**config.mk**
```make
export PLATFORM = sky130hd
export DESIGN_NAME = rvh_l1d_lst_wr_sched
export DESIGN_NICKNAME = d
export VERILOG_FILES = /design/src/rtl/rvh_l1d_pkg.sv /design/src/rtl/rvh_l1d_rr_arb.sv /design/src/rtl/rvh_l1d_lst_wr_sched.sv
export SDC_FILE = /design/constraint.sdc
export NUM_CORES = 1
export LEC_CHECK = 0
export CELL_PAD_IN_SITES_DETAIL_PLACEMENT = 1
export CELL_PAD_IN_SITES_GLOBAL_PLACEMENT = 1
export CORE_ASPECT_RATIO = 0.8
export CORE_MARGIN = 5
export CORE_UTILIZATION = 28
export DETAILED_ROUTE_END_ITERATION = 10
export PLACE_DENSITY = 0.81
export RECOVER_POWER = 100
export SKIP_CTS_REPAIR_TIMING = 1
export SLEW_MARGIN = 40
export SYNTH_ARGS = -nofsm -noshare
export SYNTH_HDL_FRONTEND = slang
export SYNTH_HIERARCHICAL = 1
export SYNTH_SLANG_ARGS = --single-unit
```
**constraint.sdc**
```tcl
create_clock -name clk -period 2.3 [get_ports clk]
set_input_delay 0.23 -clock clk [delete_from_list [all_inputs] [get_ports clk]]
set_output_delay 0.23 -clock clk [all_outputs]
set_load 0.01 [all_outputs]
```
**src/rtl/rvh_l1d_pkg.sv**
```systemverilog
// Shared L1D constants and MESI encoding.
package rvh_l1d_pkg;

   localparam int unsigned L1D_SET_NUM   = 64;
   localparam int unsigned L1D_WAY_NUM   = 4;
   localparam int unsigned L1D_SET_IDX_W = $clog2(L1D_SET_NUM);
   localparam int unsigned L1D_WAY_IDX_W = $clog2(L1D_WAY_NUM);
   localparam int unsigned MESI_W        = 2;

   typedef enum logic [MESI_W-1:0] {
      MESI_I = 2'd0,
      MESI_S = 2'd1,
      MESI_E = 2'd2,
      MESI_M = 2'd3
   } mesi_e;

endpackage

```
**src/rtl/rvh_l1d_rr_arb.sv**
```systemverilog
// Round-robin picker: one-hot grant, pointer advances past the winner on adv.
module rvh_l1d_rr_arb #(
   parameter int unsigned N = 3
) (
   input  logic         clk,
   input  logic         rst,
   input  logic [N-1:0] req,
   input  logic         adv,
   output logic [N-1:0] gnt
);

   localparam int unsigned PTR_W = (N > 1) ? $clog2(N) : 1;

   logic [PTR_W-1:0] ptr_q;
   logic [PTR_W-1:0] gnt_idx_c;
   logic             found_c;

   // Search from ptr_q upward, wrapping modulo N; first valid requester wins.
   always_comb begin
      int unsigned idx;
      gnt       = '0;
      gnt_idx_c = '0;
      found_c   = 1'b0;
      idx       = 0;
      for (int unsigned i = 0; i < N; i++) begin
         idx = 32'(ptr_q) + i;
         if (idx >= N) idx = idx - N;
         if (!found_c && req[idx]) begin
            found_c   = 1'b1;
            gnt[idx]  = 1'b1;
            gnt_idx_c = PTR_W'(idx);
         end
      end
   end

   // Pointer moves to the requester after the winner only when the grant is taken.
   always_ff @(posedge clk or posedge rst) begin
      if (rst) begin
         ptr_q <= '0;
      end else if (adv && found_c) begin
         ptr_q <= (gnt_idx_c == PTR_W'(N - 1)) ? '0 : gnt_idx_c + PTR_W'(1);
      end
   end

endmodule

```
**src/rtl/rvh_l1d_lst_wr_sched.sv**
```systemverilog
// LST MESI write scheduler: snoop-priority with bounded core starvation,
// round-robin across core requesters, one LST write enable per cycle.
module rvh_l1d_lst_wr_sched
   import rvh_l1d_pkg::*;
#(
   parameter int unsigned REQ_NUM    = 3,
   parameter int unsigned SET_IDX_W  = L1D_SET_IDX_W,
   parameter int unsigned WAY_IDX_W  = L1D_WAY_IDX_W,
   parameter int unsigned STARVE_MAX = 4
) (
   input  logic                           clk,
   input  logic                           rst,
   input  logic [REQ_NUM-1:0]             req_valid,
   output logic [REQ_NUM-1:0]             req_ready,
   input  logic [REQ_NUM*SET_IDX_W-1:0]   req_set_idx,
   input  logic [REQ_NUM*WAY_IDX_W-1:0]   req_way_idx,
   input  logic [REQ_NUM*MESI_W-1:0]      req_mesi,
   input  logic                           snp_valid,
   output logic                           snp_ready,
   input  logic [SET_IDX_W-1:0]           snp_set_idx,
   input  logic [WAY_IDX_W-1:0]           snp_way_idx,
   input  logic [MESI_W-1:0]              snp_mesi,
   output logic                           lst_mesi_wr_en_s0_req,
   output logic [SET_IDX_W-1:0]           lst_mesi_wr_set_idx_s0_req,
   output logic [WAY_IDX_W-1:0]           lst_mesi_wr_way_idx_s0_req,
   output logic [MESI_W-1:0]              lst_mesi_wr_dat_s0_req,
   output logic                           lst_mesi_wr_en_snp,
   output logic [SET_IDX_W-1:0]           lst_mesi_wr_set_idx_snp,
   output logic [WAY_IDX_W-1:0]           lst_mesi_wr_way_idx_snp,
   output logic [MESI_W-1:0]              lst_mesi_wr_dat_snp,
   output logic                           sched_busy
);

   localparam int unsigned STARVE_W = 3;

   logic [STARVE_W-1:0]  starve_cnt_q;
   logic                 any_req_c;
   logic                 snp_win_c;
   logic                 core_gnt_c;
   logic [REQ_NUM-1:0]   arb_gnt_c;
   logic [SET_IDX_W-1:0] sel_set_c;
   logic [WAY_IDX_W-1:0] sel_way_c;
   logic [MESI_W-1:0]    sel_mesi_c;

   rvh_l1d_rr_arb #(
      .N (REQ_NUM)
   ) u_rr_arb (
      .clk (clk),
      .rst (rst),
      .req (req_valid),
      .adv (core_gnt_c),
      .gnt (arb_gnt_c)
   );

   // Snoop wins unless a core request has already waited STARVE_MAX snoop grants.
   always_comb begin
      any_req_c  = |req_valid;
      snp_win_c  = snp_valid && (!any_req_c || (starve_cnt_q < STARVE_W'(STARVE_MAX)));
      core_gnt_c = any_req_c && !snp_win_c;
      snp_ready  = snp_win_c && !rst;
      req_ready  = (core_gnt_c && !rst) ? arb_gnt_c : '0;
   end

   // One-hot payload mux for the winning core requester.
   always_comb begin
      sel_set_c  = '0;
      sel_way_c  = '0;
      sel_mesi_c = '0;
      for (int unsigned k = 0; k < REQ_NUM; k++) begin
         if (arb_gnt_c[k]) begin
            sel_set_c  = sel_set_c  | req_set_idx[k*SET_IDX_W +: SET_IDX_W];
            sel_way_c  = sel_way_c  | req_way_idx[k*WAY_IDX_W +: WAY_IDX_W];
            sel_mesi_c = sel_mesi_c | req_mesi[k*MESI_W +: MESI_W];
         end
      end
   end

   // Starvation counter: counts snoop wins over waiting core requests, saturating.
   always_ff @(posedge clk or posedge rst) begin
      if (rst) begin
         starve_cnt_q <= '0;
      end else if (core_gnt_c || !any_req_c) begin
         starve_cnt_q <= '0;
      end else if (snp_win_c && (starve_cnt_q != '1)) begin
         starve_cnt_q <= starve_cnt_q + STARVE_W'(1);
      end
   end

   // Output stage: one-cycle write enables, payload held while idle.
   // Core writes with non-I state also drop the line reservation inside the LST.
   always_ff @(posedge clk or posedge rst) begin
      if (rst) begin
         lst_mesi_wr_en_s0_req      <= 1'b0;
         lst_mesi_wr_set_idx_s0_req <= '0;
         lst_mesi_wr_way_idx_s0_req <= '0;
         lst_mesi_wr_dat_s0_req     <= '0;
         lst_mesi_wr_en_snp         <= 1'b0;
         lst_mesi_wr_set_idx_snp    <= '0;
         lst_mesi_wr_way_idx_snp    <= '0;
         lst_mesi_wr_dat_snp        <= '0;
      end else begin
         lst_mesi_wr_en_s0_req <= core_gnt_c;
         lst_mesi_wr_en_snp    <= snp_win_c;
         if (core_gnt_c) begin
            lst_mesi_wr_set_idx_s0_req <= sel_set_c;
            lst_mesi_wr_way_idx_s0_req <= sel_way_c;
            lst_mesi_wr_dat_s0_req     <= sel_mesi_c;
         end
         if (snp_win_c) begin
            lst_mesi_wr_set_idx_snp <= snp_set_idx;
            lst_mesi_wr_way_idx_snp <= snp_way_idx;
            lst_mesi_wr_dat_snp     <= snp_mesi;
         end
      end
   end

   // Busy while anything is pending or a write is in flight.
   always_comb begin
      sched_busy = !rst && (any_req_c || snp_valid ||
                            lst_mesi_wr_en_s0_req || lst_mesi_wr_en_snp);
   end

endmodule

```
==> flow_metrics.tcl <==
set metrics [dict create \
    cts.clk_slew.worst_paths_ns 0.10 \
    hold_viol_final 0 \
    core_um2 5470 \
    crit_buf_inv 2 \
    max-vdd-ir-drop_mv 0.515 \
    crit_chain "buf_6, ha_4, mux2i_2, o21ai_2, a211oi_2, a21oi_1, nor2_1, and3_1, buf_2" \
    io_buffers 72 \
    path_delay_family "compound AO/OA/AOI/OAI gates" \
    worst_pin_slew_ns 1.35 \
    cp-start-kind "register" \
    gp_congestion 0.875 \
    async_flop_share_pct 100 \
    grt_pass1_wl_um 7870 \
    reg2reg_to "lst_mesi_wr_set_idx_s0_req[5]" \
    end_kind "primary output" \
    cts_htree_levels 1 \
    dp_slack_ns -0.231 \
    fill_cells 599 \
    drc 0 \
    clock_latency_ns 0.27 \
    syn_inst 138 \
    die_w_um 94.0 \
    grt_max_degree 26 \
    ys_seq_area_share_pct 42.7 \
    diodes 0 \
    syn-cell-area_um2 1580 \
    drive_above_1_share_pct 32.1 \
    routed_wl_um 5340 \
    syn-num-nets 190 \
    synth_top_cell_by_area "dfrtp_1" \
    postRouteAntennaNets 0 \
    critPathMaxFanout 3 \
    cellPowerDensity_nw_per_um2 1090 \
    finish.utilization_pct 50.1 \
    outcome "finished with violations" \
    die_y_um 77.2 \
    fin_crit_sh_pct 105 \
    r2r_slack_ns 0.02 \
    syn_area_per_cell_um2 11.5 \
    first_global_vias 1628 \
    arrival_ns 2.18 \
    ys_warn_count 6 \
    cts_root_buf "clkbuf_8" \
    reg2reg_from "u_rr_arb/ptr_q[1]" \
    grt_overflow 0 \
    dp_hpwl_um 4030 \
    relSlewSlack_pct 9.80 \
    drtIter0Drc 92 \
    ys_ff_latch 27 \
    cts_max_path_buffers 2 \
    area_growth_pct 73.0 \
    clock-skew-final_ns 0.00591 \
    synth_edf_count 0 \
    place_area_um2 2550 \
    required_ns 2.07 \
    dieArea_um2 7260 \
    max_freq_ghz 0.415 \
    antenna_found_initial 0 \
    slew_violations 0 \
    via_per_inst 4.87 \
    gr-usage-all-layers_pct 13.5 \
    yosysMostFrequentCell "dfrtp_1" \
    vias 1550 \
    setup.worst_path.start "u_rr_arb/ptr_q[0]" \
    cts_tree "yes" \
    synthTopCellsByCount "dfrtp_1, a222oi_1, o21ai_0, o31ai_1" \
    hold_class "input pin to asynchronous set/reset pin" \
    violations "negative setup slack" \
    cap_violations 0 \
    p_leak_nw 1.21 \
    finalCriticalPeriod_ns 2.41 \
    synth_top_area_share_pct 42.7 \
    tns_ns -0.206 \
    critPathKind "register to primary output" \
    numCtsBuffers 3 \
    ioPinCount 73 \
    crit_slowest_cell "dfrtp_2" \
    routedWlPerCell_um 16.8 \
    critPathMaxStageDelay_ns 0.43 \
    placementRows 24 \
    yosys.cell_types.count 38 \
    reg2regPathDepth 10 \
    ys.flop_type "dfrtp_1" \
    initial_core_util_pct 28.9 \
    p_total_mw 2.98 \
    setup_ws_ns -0.112 \
    clock-sinks 27 \
    final_nets 293 \
    report.final.setup_viol 3 \
    final_cell_area_um2 2740 \
    rsz0062_at_grt "yes" \
    synth_area_leaders "dfrtp_1, mux2_4, a222oi_1" \
    drt_first_pass_iters 6 \
]
stage by stage:
stage,std cells,hold WS [ns]
after floorplan,138,-0.0288
after CTS,310,0.215
after global placement,306,0.489
after detailed placement,306,0.493
after global routing,318,0.345
final,318,0.327
flip-flops by register name (all words and copies together), names as in the netlist, 2 cells and up:
register / flops
lst_mesi_wr_set_idx_snp: 6
lst_mesi_wr_dat_s0_req: 2
u_rr_arb/ptr_q: 2
starve_cnt_q: 3
lst_mesi_wr_dat_snp: 2
lst_mesi_wr_way_idx_snp: 2
lst_mesi_wr_set_idx_s0_req: 6
lst_mesi_wr_way_idx_s0_req: 2
worst register-to-register path, cell delays in order (launching register included):
cell,delay (ns)
dfrtp_2,0.44
buf_6,0.13
ha_4,0.24
buf_4,0.15
a22oi_1,0.17
o22ai_1,0.14
a21oi_1,0.15
nor2_1,0.08
buf_4,0.18
a222oi_1,0.38
o31ai_1,0.10
area by class of cell:
| class | instances | area [um^2] | share of cell area [%] |
|---|---|---|---|
| inverters | 7 | 26.3 | 0.960 |
| well taps | 78 | 97.6 | 3.57 |
| clock buffers | 3 | 41.3 | 1.51 |
| repair buffers | 108 | 991 | 36.2 |
| flip-flops and latches | 27 | 678 | 24.8 |
| multi-input cells | 94 | 895 | 32.7 |
| clock inverters | 1 | 7.51 | 0.274 |
per-layer routing:
metal	up-vias	routed length (um)	track usage, %
li1	730	-	-
met1	756	2180	16.6
met2	56	2720	24.0
met3	8	319	3.72
met4	0	123	1.73
met5	-	0	0
power breakdown:
| group | internal (mW) | leakage, nW | total (mW) | switching, mW |
|---|---|---|---|---|
| clock | 0.123 | 0.0217 | 0.281 | 0.158 |
| sequential | 0.607 | 0.327 | 0.682 | 0.0743 |
| combinational | 1.08 | 0.857 | 2.02 | 0.934 |
placed cells by master, fill, tap and decap left out, types with 3 or more instances in the layout:
cell	n
nor2_1	9
a222oi_1	10
clkdlybuf4s50_1	65
buf_6	3
dfrtp_1	25
inv_1	5
and3_1	3
ha_1	3
ha_4	3
clkbuf_8	3
mux2_4	9
o21ai_0	10
o31ai_1	10
o21ai_2	4
buf_4	32
dlymetal6s2s_1	3
cell families (layout without fill, tap and decap cells):
| family | after synthesis | after routing | synth area share, % |
|---|---|---|---|
| AOI/OAI and AO/OA | 47 | 47 | 24.4 |
| DFF | 27 | 27 | 42.7 |
| and+or+nand+nor | 25 | 25 | 9.57 |
| buffers and inverters | 17 | 119 | 5.22 |
| muxes | 15 | 15 | 12.7 |
| adders and majority gates | 6 | 6 | 4.75 |
| xor gates and xnor gates | 1 | 1 | 0.554 |
worst max-delay path by stage:
stage,endpoint,slack (ns),cells past startpoint
2_1_floorplan,req_ready[0],0.02,9
3_3_place_gp,req_ready[0],-0.12,7
3_5_place_dp,req_ready[0],-0.23,9
4_1_cts,req_ready[0],-0.57,9
5_1_grt,req_ready[1],-0.21,9
6_report,req_ready[1],-0.11,9
No activity file was read; power rests on OpenSTA's default activity.
